$ cat config.mk
export PLATFORM = sky130hd
export DESIGN_NAME = fetch_ctrl_flat
export DESIGN_NICKNAME = d
export VERILOG_FILES = /design/src/rtl/fetch_ctrl_if.sv /design/src/rtl/fetch_ctrl.sv /design/src/flat_wrapper.sv
export SDC_FILE = /design/constraint.sdc
export NUM_CORES = 1
export LEC_CHECK = 0
export BUFFER_PORTS_ARGS = -buffer_cell sky130_fd_sc_hd__buf_4
export CORE_UTILIZATION = 25
export DETAILED_ROUTE_END_ITERATION = 8
export PLACE_DENSITY_LB_ADDON = 0.3
export SYNTH_ARGS = -nofsm -noshare
export SYNTH_HDL_FRONTEND = slang
export SYNTH_SLANG_ARGS = --single-unit
$ cat constraint.sdc
create_clock -name clk -period 2.78 [get_ports clk]
set_input_delay 0.139 -clock clk [delete_from_list [all_inputs] [get_ports clk]]
set_output_delay 0.139 -clock clk [all_outputs]
set_load 0.01 [all_outputs]
$ cat src/rtl/fetch_ctrl_if.sv
// Instruction-memory bus between the fetch controller (master) and the
// instruction memory (slave): registered address/request out, ack/data back.
interface fetch_ctrl_if;
    logic [31:0] iad;       // instruction-memory address
    logic        imem_req;  // fetch request
    logic        imem_ack;  // memory returns ins this cycle
    logic [31:0] ins;       // instruction data, valid only with imem_ack

    modport master (
        output iad,
        output imem_req,
        input  imem_ack,
        input  ins
    );

    modport slave (
        input  iad,
        input  imem_req,
        output imem_ack,
        output ins
    );
endinterface

$ cat src/rtl/fetch_ctrl.sv
// Multicycle instruction-fetch controller. Samples the PC, runs a req/ack
// access on the instruction-memory bus (with load-wait tolerance and a
// timeout), holds the fetched word in the instruction register until decode
// takes it, then pulses pc_enable for one cycle so the PC register advances.
// Misaligned PCs and memory timeouts raise a sticky fault.
module fetch_ctrl #(
    parameter int unsigned TIMEOUT = 16,
    parameter logic [31:0] NOP     = 32'h0000_0000
) (
    input  logic         clk,
    input  logic         rst,
    fetch_ctrl_if.master imem,
    input  logic [31:0]  pc_i,
    output logic [31:0]  ir_o,
    output logic [31:0]  ir_pc_o,
    output logic [31:0]  pc_plus4_o,
    output logic         ir_valid_o,
    input  logic         ir_take_i,
    input  logic         flush_i,
    output logic         pc_enable_o,
    output logic         fault_o
);

    // Wait counter is one bit wider than needed so it never wraps.
    localparam int unsigned CW = $clog2(TIMEOUT) + 1;
    localparam logic [CW-1:0] CNT_LAST = CW'(TIMEOUT - 1);

    localparam logic [2:0] S_IDLE  = 3'd0;
    localparam logic [2:0] S_FETCH = 3'd1;
    localparam logic [2:0] S_HOLD  = 3'd2;
    localparam logic [2:0] S_ADV   = 3'd3;
    localparam logic [2:0] S_FAULT = 3'd4;

    logic [2:0]    state_q, state_d;
    logic [31:0]   iad_q, iad_d;
    logic          req_q, req_d;
    logic [31:0]   ir_q, ir_d;
    logic [31:0]   ir_pc_q, ir_pc_d;
    logic          ir_valid_q, ir_valid_d;
    logic          pc_en_q, pc_en_d;
    logic          fault_q, fault_d;
    logic [CW-1:0] cnt_q, cnt_d;

    // Next-state and next-output logic for the fetch sequence.
    always_comb begin
        state_d    = state_q;
        iad_d      = iad_q;
        req_d      = req_q;
        ir_d       = ir_q;
        ir_pc_d    = ir_pc_q;
        ir_valid_d = ir_valid_q;
        pc_en_d    = 1'b0;
        fault_d    = fault_q;
        cnt_d      = cnt_q;

        case (state_q)
            S_IDLE: begin
                if (pc_i[1:0] != 2'b00) begin
                    fault_d = 1'b1;
                    state_d = S_FAULT;
                end else begin
                    iad_d   = pc_i;
                    req_d   = 1'b1;
                    cnt_d   = '0;
                    state_d = S_FETCH;
                end
            end

            S_FETCH: begin
                // Flush abandons the access even if the ack arrives now;
                // an ack on the final timeout cycle still completes the fetch.
                if (flush_i) begin
                    req_d   = 1'b0;
                    state_d = S_IDLE;
                end else if (imem.imem_ack) begin
                    ir_d       = imem.ins;
                    ir_pc_d    = iad_q;
                    ir_valid_d = 1'b1;
                    req_d      = 1'b0;
                    state_d    = S_HOLD;
                end else if (cnt_q == CNT_LAST) begin
                    req_d   = 1'b0;
                    fault_d = 1'b1;
                    state_d = S_FAULT;
                end else begin
                    cnt_d = cnt_q + CW'(1);
                end
            end

            S_HOLD: begin
                // A redirect discards the held instruction without advancing the PC.
                if (flush_i) begin
                    ir_valid_d = 1'b0;
                    state_d    = S_IDLE;
                end else if (ir_take_i) begin
                    ir_valid_d = 1'b0;
                    pc_en_d    = 1'b1;
                    state_d    = S_ADV;
                end
            end

            S_ADV: begin
                state_d = S_IDLE;
            end

            S_FAULT: begin
                req_d      = 1'b0;
                ir_valid_d = 1'b0;
                fault_d    = 1'b1;
            end

            default: begin
                req_d      = 1'b0;
                ir_valid_d = 1'b0;
                state_d    = S_IDLE;
            end
        endcase
    end

    // State and output registers, cleared asynchronously by active-low rst.
    always_ff @(posedge clk or negedge rst) begin
        if (!rst) begin
            state_q    <= S_IDLE;
            iad_q      <= '0;
            req_q      <= 1'b0;
            ir_q       <= NOP;
            ir_pc_q    <= '0;
            ir_valid_q <= 1'b0;
            pc_en_q    <= 1'b0;
            fault_q    <= 1'b0;
            cnt_q      <= '0;
        end else begin
            state_q    <= state_d;
            iad_q      <= iad_d;
            req_q      <= req_d;
            ir_q       <= ir_d;
            ir_pc_q    <= ir_pc_d;
            ir_valid_q <= ir_valid_d;
            pc_en_q    <= pc_en_d;
            fault_q    <= fault_d;
            cnt_q      <= cnt_d;
        end
    end

    assign imem.iad      = iad_q;
    assign imem.imem_req = req_q;
    assign ir_o          = ir_q;
    assign ir_pc_o       = ir_pc_q;
    assign pc_plus4_o    = ir_pc_q + 32'd4;
    assign ir_valid_o    = ir_valid_q;
    assign pc_enable_o   = pc_en_q;
    assign fault_o       = fault_q;

endmodule

$ cat src/flat_wrapper.sv
// flat-port wrapper written by rule: the top's interface ports become plain ports
module fetch_ctrl_flat 
#(
    parameter int unsigned TIMEOUT = 16,
    parameter logic [31:0] NOP     = 32'h0000_0000
)
  (clk, rst, pc_i, ir_o, ir_pc_o, pc_plus4_o, ir_valid_o, ir_take_i, flush_i, pc_enable_o, fault_o, imem_iad, imem_imem_req, imem_imem_ack, imem_ins);
  fetch_ctrl_if imem_i ();
  input  logic clk;
  input  logic rst;
  input  logic [31:0] pc_i;
  output logic [31:0] ir_o;
  output logic [31:0] ir_pc_o;
  output logic [31:0] pc_plus4_o;
  output logic ir_valid_o;
  input  logic ir_take_i;
  input  logic flush_i;
  output logic pc_enable_o;
  output logic fault_o;
  output wire logic [$bits(imem_i.iad)-1:0] imem_iad;
  output wire logic [$bits(imem_i.imem_req)-1:0] imem_imem_req;
  input wire logic [$bits(imem_i.imem_ack)-1:0] imem_imem_ack;
  input wire logic [$bits(imem_i.ins)-1:0] imem_ins;
  assign imem_iad = imem_i.iad;
  assign imem_imem_req = imem_i.imem_req;
  assign imem_i.imem_ack = imem_imem_ack;
  assign imem_i.ins = imem_ins;
  fetch_ctrl #(.TIMEOUT(TIMEOUT), .NOP(NOP)) u_core (.clk(clk), .rst(rst), .imem(imem_i), .pc_i(pc_i), .ir_o(ir_o), .ir_pc_o(ir_pc_o), .pc_plus4_o(pc_plus4_o), .ir_valid_o(ir_valid_o), .ir_take_i(ir_take_i), .flush_i(flush_i), .pc_enable_o(pc_enable_o), .fault_o(fault_o));
endmodule
==> qor.txt <==
drt via density -> 4.44
leakage power -> 0.00375 uW
CTS tree -> built
I/O Buffers -> 200
fin crit period -> 2.36 ns
gr ovfl total -> 0
final period utilization -> 85.0%
dpl hpwl -> 9.67 mm
Hold WC Path Type -> primary input to register
PnR worst setup slack -> 0.418 ns
CTS buffer count -> 9
PwrDens -> 465 mW/mm2
Fin. Hold Viols -> 0
# diodes -> 0
# H-tree levels -> 3
Sequential Area -> 0.00270 mm2
total track usage -> 13.7%
DR WL/cell -> 14.9 um
Vias -> 3897
Synth Flop Type -> dfrtp_1
RSZ-0062 raised after global routing -> false
nets -> 716
Slew HR -> 50.2%
GPL Wtd Cong -> 0.777
Bufs and invs on worst path -> 1
FF-to-FF End -> u_core.cnt_q[2]$_DFFE_PN0P_
area leader, netlist -> dfrtp_1
FMAX -> 423 MHz
crit end category -> primary output
Post-synth EDFFs -> 0
Final Skew -> 0.00984 ns
setup_tns -> 0 ns
footprint of the multi-input gates -> 0.00192 mm2
clock-pin slew on the worst setup and hold paths -> 0.07 ns
residual DRC count -> 0
most frequent cells in the layout -> buf_4, dfrtp_1, nand2_1
r2r worst-path depth -> 4
CP max-delay cell -> nor3_2
initial drt markers -> 178
startpoint types -> register
Stages on worst setup path -> 5
WP data required -> 2.64 ns
Post-Syn Area -> 0.00472 mm2
final wirelength -> 13.1 mm
r2r setup slk -> 0.75 ns
CP max FO -> 10
syn_area_per_cell -> 11.6 um2
Final Setup Violations -> 0
max-cap viol count -> 0
maximum clock path buffer count -> 2
first-pass GRT wire length -> 20.9 mm
Worst path top cell family by delay -> simple AND/OR/NAND/NOR gates
die height -> 139 um
share of synthesized registers carrying an async set or reset -> 100%
max incr delay on CP -> 0.61 ns
core area -> 0.0182 mm2
hold path startpoint -> imem_ins[27]
# IOs -> 201
ANT nets after route -> 0
synthesized flop and latch total -> 108
most common cell after layout, fill and taps aside -> buf_4
post-synthesis sequential area ratio -> 57.2%
layout cells sized above 1 -> 45.1%
total power -> 3340 uW
Worst-Skew Late Latency -> 0.35 ns
clk sink count -> 108
Root Driver -> clkbuf_16
full die area -> 0.0194 mm2
Mapped Cells -> 408
Die Width -> 139 um
# rows -> 49
Area Overhead vs Synth -> 52.0%
Starting Density -> 25.9%
Critical Setup Path Class -> register to primary output
# fillers -> 1760
Place WS -> 0.742 ns
synth top area cells -> dfrtp_1, mux2_2, nand2_1
worst path cell trace -> nand4_1, nor3_2, nand3_1, xnor2_1, buf_4
Slew Viols, Final -> 0
DR pass1 iterations -> 4
CTS resizes -> 0
status -> finished clean
launch point of the worst reg-to-reg path -> u_core.state_q[1]$_DFFE_PN0P_
cell depth of the worst min-delay path -> 2
Peak VDD IR -> 0.256 mV
Slew @ Worst Pin -> 0.747 ns
synth warn -> 0
Critical Path AT -> 2.22 ns
WHS Endpoint -> u_core.ir_o[27]$_DFFE_PN0P_
share of the synthesized area in the top cell type -> 57.2%
Net Count, Synth -> 480
Yosys cell types -> 35
initial antenna violation count -> 0
largest net degree at the start of global routing -> 57
vias in the first global route -> 4043
kinds of logic after synthesis:
group	share of synthesized area, %
compound gates	2.46
buf+inv	2.25
xor+xnor	5.38
fa+ha+maj	0.795
mux	15.7
simple gates	16.1
flops	57.2
final cells by class:
class | count | share of cell area, %
repair buffers | 243 | 26.8
flip-flops and latches | 108 | 37.7
well taps | 229 | 3.99
clock inverters | 5 | 1.19
multi-input cells | 278 | 26.8
clock buffers | 11 | 3.38
inverters | 4 | 0.209
worst max path at each step:
stage | start | to | slack (ns)
finish | u_core.ir_pc_o[13]$_DFFE_PN0P_ | pc_plus4_o[25] | 0.42
global placement | u_core.state_q[1]$_DFFE_PN0P_ | u_core.imem.iad[20]$_DFFE_PN0P_ | 0.79
global route | u_core.ir_pc_o[13]$_DFFE_PN0P_ | pc_plus4_o[24] | 0.17
CTS | u_core.ir_pc_o[13]$_DFFE_PN0P_ | pc_plus4_o[25] | 0.40
detailed placement | u_core.state_q[1]$_DFFE_PN0P_ | u_core.imem.iad[8]$_DFFE_PN0P_ | 0.74
floorplan | u_core.state_q[1]$_DFFE_PN0P_ | u_core.cnt_q[2]$_DFFE_PN0P_ | 0.97
cell usage after synthesis, drive strengths merged, types with 3 or more instances:
library cell and number:
dfrtp 108, nand2 103, mux2 66, xnor2 25, nand3 14, nand4 13
nor2 11, buf 10, clkbuf 8, nor3 7, a21oi 4, and3 4
inv 4, xor2 4, and2 3, ha 3, o21ai 3
worst register-to-register path: cells and delay by family (launching register included):
family           cells  cell delay [ns]
flip-flops           1             0.46
AND/OR/NAND/NOR      2             0.97
AO/OA/AOI/OAI        2             0.54
metal layers:
layer | global-route usage, % | routed length [um] | vias up
met5 | 0 | 0 | -
met4 | 4.56 | 197 | 0
met3 | 3.34 | 681 | 15
met2 | 23.9 | 6640 | 123
met1 | 16.6 | 5530 | 1905
li1 | - | - | 1854
state kept, by name (all words and copies together), names as in the netlist:
name / cells
u_core.cnt_q: 5
u_core.pc_enable_o: 1
u_core.imem.iad: 32
u_core.ir_pc_o: 32
u_core.state_q: 3
u_core.fault_o: 1
u_core.imem.imem_req: 1
u_core.ir_o: 32
u_core.ir_valid_o: 1
per-stage QoR:
stage	hold WS, ns	instance area [um2]	utilization [%]	cells
floorplan	-0.157	4720	-	408
global placement	0.236	6500	35.7	827
detailed placement	0.249	6500	35.7	827
CTS	0.00212	7180	39.4	878
global route	0.00592	7180	39.4	878
finish	0.0175	7180	39.4	878
power breakdown:
part | internal, uW | switching [uW]
logic | 170 | 124
clock network | 818 | 569
registers | 1620 | 40.5
timing repair:
action | 4_1_cts | 5_1_grt
hold buffers | 35 | 0
setup endpoints to repair | 0 | 0
buffers inserted | 0 | 0
hold endpoints to repair | 90 | 0
No activity file was read; power rests on OpenSTA's default activity.
